$ cat src/rtl/md_issue_ctrl.sv
// md_issue_ctrl: E-stage issue controller for the HI/LO mult/div unit.
// Turns the E-stage md-op into start/op/A/B for the unit, keeps a
// cycle-exact mirror of the unit's busy window so the D-stage stall can
// rise in the issue cycle itself, and flags any disagreement with the unit.
module md_issue_ctrl #(
  parameter int MULT_LAT = 5,
  parameter int DIV_LAT  = 10,
  parameter int CNT_W    = 4
) (
  input  logic        clk,
  input  logic        reset,
  input  logic        e_valid,
  input  logic [3:0]  e_mdop,
  input  logic [31:0] e_rs,
  input  logic [31:0] e_rt,
  input  logic [3:0]  d_mdop,
  input  logic        req,
  input  logic        md_busy,
  output logic        md_start,
  output logic [3:0]  md_op,
  output logic [31:0] md_a,
  output logic [31:0] md_b,
  output logic        stall,
  output logic        run,
  output logic        proto_err
);

  localparam logic [0:0] IDLE = 1'b0;
  localparam logic [0:0] RUN  = 1'b1;

  localparam logic [3:0] OP_MULT  = 4'd1;
  localparam logic [3:0] OP_DIV   = 4'd2;
  localparam logic [3:0] OP_MULTU = 4'd7;
  localparam logic [3:0] OP_DIVU  = 4'd8;

  logic [0:0]       state_reg;
  logic [0:0]       state_next;
  logic [CNT_W-1:0] cnt_reg;
  logic [CNT_W-1:0] cnt_next;
  logic             proto_err_reg;

  logic             e_is_md;
  logic             e_is_start;
  logic             d_is_md;
  logic             issue;
  logic [CNT_W-1:0] e_lat;

  // Decode the E- and D-stage ops and form the issue condition.
  always_comb begin
    e_is_md    = (e_mdop >= 4'd1) && (e_mdop <= 4'd8);
    d_is_md    = (d_mdop >= 4'd1) && (d_mdop <= 4'd8);
    e_is_start = (e_mdop == OP_MULT) || (e_mdop == OP_DIV) ||
                 (e_mdop == OP_MULTU) || (e_mdop == OP_DIVU);
    e_lat      = ((e_mdop == OP_MULT) || (e_mdop == OP_MULTU)) ?
                 CNT_W'(MULT_LAT) : CNT_W'(DIV_LAT);
    issue      = e_valid && e_is_start && !req && (state_reg == IDLE);
  end

  // Outputs to the unit and to the pipeline. The stall includes the issue
  // term so it rises in the same cycle the op is launched.
  always_comb begin
    run       = (state_reg == RUN);
    md_start  = issue;
    md_op     = (e_valid && !req) ? e_mdop : 4'd0;
    md_a      = e_rs;
    md_b      = e_rt;
    stall     = d_is_md && (run || issue);
    proto_err = proto_err_reg;
  end

  // Next-state logic for the busy mirror: RUN lasts exactly the op latency.
  always_comb begin
    state_next = state_reg;
    cnt_next   = cnt_reg;
    case (state_reg)
      IDLE: begin
        if (issue) begin
          cnt_next   = e_lat;
          state_next = RUN;
        end
      end
      default: begin
        cnt_next = cnt_reg - 1'b1;
        if (cnt_reg == CNT_W'(1)) begin
          state_next = IDLE;
        end
      end
    endcase
  end

  // Mirror state registers; a reset mid-run abandons the mirror at once,
  // matching the unit which shares the same reset.
  always_ff @(posedge clk) begin
    if (reset) begin
      state_reg <= IDLE;
      cnt_reg   <= '0;
    end else begin
      state_reg <= state_next;
      cnt_reg   <= cnt_next;
    end
  end

  // Sticky protocol error: unit busy disagrees with the mirror, or an md op
  // reached E while the unit was still busy (the stall was bypassed).
  always_ff @(posedge clk) begin
    if (reset) begin
      proto_err_reg <= 1'b0;
    end else if ((md_busy != run) || (e_valid && e_is_md && run)) begin
      proto_err_reg <= 1'b1;
    end
  end

endmodule

$ cat config.mk
export PLATFORM = sky130hd
export DESIGN_NAME = md_issue_ctrl
export DESIGN_NICKNAME = d
export VERILOG_FILES = /design/src/rtl/md_issue_ctrl.sv
export SDC_FILE = /design/constraint.sdc
export NUM_CORES = 1
export LEC_CHECK = 0
export ABC_AREA = 1
export CAP_MARGIN = 20
export CORE_ASPECT_RATIO = 0.9
export CORE_MARGIN = 2
export CORE_UTILIZATION = 25
export DETAILED_ROUTE_END_ITERATION = 10
export PLACE_DENSITY = 0.87
export SYNTH_ARGS = -nofsm -noshare
export SYNTH_HDL_FRONTEND = slang
export SYNTH_SLANG_ARGS = --single-unit
$ cat constraint.sdc
create_clock -name clk -period 2.55 [get_ports clk]
set_input_delay 0.255 -clock clk [delete_from_list [all_inputs] [get_ports clk]]
set_output_delay 0.255 -clock clk [all_outputs]
set_load 0.01 [all_outputs]
==> Yosys cells after proc, flatten, opt, wreduce, memory -nomap -nowiden <==
Cells that the tools add are included.
{ "totals": {"wordCells": 39, "output_inout_bits": 72, "in_bits": 77, "reg_bits": 6} }
{ "op_classes": {"n_mux": 7, "bitwise_logic": 1, "n_reduce_logical": 17, "n_addsub": 1, "n_lt_le_gt_ge": 4, "n_eq_ne": 6} }
{ "op_table": {"columns": ["cell", "n"], "rows": [
  ["4-bit two-way mux", 4],
  ["1-bit logical AND", 9],
  ["4-bit by 1-bit equality test with 1-bit output (second input constant)", 2],
  ["4-bit by 1-bit greater-or-equal comparator with 1-bit output (second input constant)", 2],
  ["4-bit <= comparator (second input constant)", 2],
  ["1-bit logical OR", 6],
  ["4-bit by 2-bit equality test with 1-bit output (second input constant)", 1],
  ["4-bit by 3-bit equality test with 1-bit output (second input constant)", 1],
  ["4-bit equality test (second input constant)", 1],
  ["4-bit by 1-bit subtractor with 4-bit output (second input constant)", 1],
  ["1-bit two-way mux", 3],
  ["2-bit nonzero test", 1],
  ["1-bit logical NOT", 1],
  ["1-bit inequality test", 1],
  ["1-bit inverter", 1]
]} }

==> Depth between registers and ports, before layout <==
{ "logic_depth": {"depth_word": 9, "depth_mapped": 9, "mapped_depth_nobuf": 9} }

==> Worst setup path before layout <==
OpenSTA, ideal clock, no wires.
{ "synth_path": {"path_kind": "input port to output port", "startpoint": "input port e_mdop[3]", "endpoint": "output port stall", "t_required_ns": 2.295, "slack_ns": 1.422, "stages": 5, "path_buffers": 0, "t_arrival_ns": 0.873, "cell_sequence": "nor2_1 -> nand3_1 -> nand3_2 -> nand2_4 -> a21oi_1"} }
{ "synth_between": {"elab_chain_cells": 9, "elab_cells_between_ends": 12, "cone_classes": "4 x eq/ne; 8 x reduce/logical"} }
{ "synth_rtl": {"columns": ["element", "line", "text"], "rows": [
  ["from (decl)", "13", "input logic [3:0] e_mdop,"],
  ["4-bit by 1-bit equality test with 1-bit output / 4-bit by 2-bit equality test with 1-bit output (equally long branches)", "52", "e_is_start = (e_mdop == OP_MULT) || (e_mdop == OP_DIV) ||"],
  ["1-bit logical OR (2 in series)", "52", null],
  ["1-bit logical OR (*)", "53", "(e_mdop == OP_MULTU) || (e_mdop == OP_DIVU);"],
  ["1-bit logical AND (*) (3 in series)", "56", "issue = e_valid && e_is_start && !req && (state_reg == IDLE);"],
  ["1-bit logical OR (*)", "67", "stall = d_is_md && (run || issue);"],
  ["1-bit logical AND (*)", "67", null],
  ["to (decl)", "23", "output logic stall,"]
]} }
Every way passes the cells marked *; elsewhere a longest branch is shown, timed or not.

==> Final worst setup path <==
Same ends and word-level chain as after synthesis.

==> reports/qor.yml <==
status: "complete, no violations"
hold_buffers: 0
synthTopCellsByArea: "buf_4 50%, dfxtp_1 12%, nand2_1 7.4%, nor2_1 7.0%, inv_1 5.1%"
overflow: 0
crit_type: "input port to output pin"
setup_ws_ns: 0.421
start_util: 0.260
numCtsBuffers: 3
syn-num-nets: 225
die_w_um: 69.5
netlist_instances: 146
cp-end-kind: "output pin"
diodes: 0
routedWlPerCell_um: 9.73
ys_seq_elements: 6
p_leak_nw: 0.372
final_common_cell: "clkdlybuf4s50_1"
drc: 0
antenna_found_initial: 0
ys_seq_area_frac: 0.125
rsz0062_at_grt: "no"
grt_pass1_vias: 544
ios: 149
totalWireLength_um: 1460
cts.sinks: 6
finalCritPeriodShare: 0.835
syn_area_um2: 965
port_buffers: 20
antenna_left: 0
cp_max_fo: 5
drt-initial-drc-count: 23
die_y_um: 62.9
synth.distinct_cells: 18
p_total_w: 0.000342
fp-row-count: 21
syn_to_final_growth_pct: -19.3
hold_viol_final: 0
routed_via_density: 4.09
min_period_ns: 2.13
grtUsageTotal: 0.0668
gp_congestion: 0.849
finalClockSkew_ns: 0.00215
crit_arrival_ns: 1.87
ir_drop_uv: 96.5
final_cell_mix: "20 x clkdlybuf4s50_1, 19 x nand2_1, 18 x nor2_1"
synth_top_area_cell: "buf_4"
cts_root_buf: "clkbuf_8"
worst_slew_pin_slew_ns: 0.305
finalSetupViolations: 0
clockBufferDepth: 2
synth_warnings: 0
holdWs_ns: 0.478
synth_top_cell_area_share: 0.498
h-tree-depth: 1
layout.nets: 185
fmax_ghz: 0.470
powerDensity_nw_per_um2: 439
routed-via-count: 613
final_layout_size_suffix_gt1_frac: 0.0673
min-delay-path-class: "register to register"
dp_hpwl_um: 1240
cts.clk_slew.worst_paths_ns: 0.03
dieArea_um2: 4370
dp_slack_ns: 0.404
drt_pre_antenna_iters: 4
clk_latency_ns: 0.23
worst_setup_path_start_kind: "input port"
grt_max_degree: 9
tns_ns: 0
synth_area_per_cell_um2: 6.61
post_cts_buffers: 0
largest_reg_flops: 4
fp.coreArea_um2: 3700
drv_slew: 0
grt_pass1_wl_um: 2330
slew_headroom: 0.796
ctsResizeCount: 0
cap_viol_max_count: 0
critical_path_required_ns: 2.30
cts_tree: "yes"
[logic make-up (layout without fill, tap and decap cells)]
family | after synthesis | count (layout) | synth area share
compound gates | 6 | 6 | 0.0311
xor+xnor | 3 | 3 | 0.0272
fa+ha+maj | 2 | 2 | 0.0259
buf+inv | 79 | 37 | 0.558
flops | 6 | 6 | 0.125
simple gates | 50 | 50 | 0.233
[cell usage after synthesis]
library cell / number
nor3_1: 1
xnor2_1: 2
buf_4: 64
nand2_4: 2
dfxtp_1: 6
o21ai_0: 2
a21oi_1: 4
nor2_1: 18
nand3_1: 6
buf_2: 1
xor2_1: 1
inv_1: 13
nand3_2: 1
and3_1: 1
inv_2: 1
ha_1: 2
nand4_1: 2
nand2_1: 19
[per-stage QoR]
step	cells	util	instance area [um2]
after floorplan	146	-	965
after global placement	147	0.199	737
after detailed placement	147	0.199	737
after CTS	150	0.210	778
after global routing	150	0.210	778
final	150	0.210	778
[cell type report]
type,count,area (um2)
fillers,408,2930
multi-input cells,61,307
repair buffers,20,200
flip-flops and latches,6,120
well taps,46,57.6
inverters,14,52.6
clock buffers,3,41.3
[routing by layer]
metal / GRT usage / vias up / share of wire
met1: 0.0674 / 276 / 0.38
li1: - / 298 / -
met4: 0.0760 / 0 / 0.047
met3: 0.0274 / 10 / 0.11
met5: 0 / - / 0
met2: 0.0974 / 29 / 0.46
[critical path, cell delays in order]
cell	delay, ns
clkdlybuf4s50_1	0.46
nor2_1	0.20
nand3_1	0.11
nand3_2	0.09
nand2_4	0.07
a21oi_1	0.13
clkdlybuf4s50_1	0.54
[power breakdown]
group / switching [W] / leakage (nW) / internal, W
Clock: 0.0000433 / 0.0216 / 0.000102
Combinational: 0.0000426 / 0.302 / 0.0000470
Sequential: 0.00000553 / 0.0492 / 0.000101
[final timing paths]
path | from | to | slack, ns | depth (start not counted)
worst max register to register | cnt_reg[0] | cnt_reg[2] | 1.31 | 8
worst min-delay path | cnt_reg[1] | cnt_reg[1] | 0.48 | 2
worst min register to register | cnt_reg[1] | cnt_reg[1] | 0.48 | 2
worst max-delay path | e_mdop[3] | stall | 0.42 | 7
Note: power is estimated with default switching activity, not from simulation.
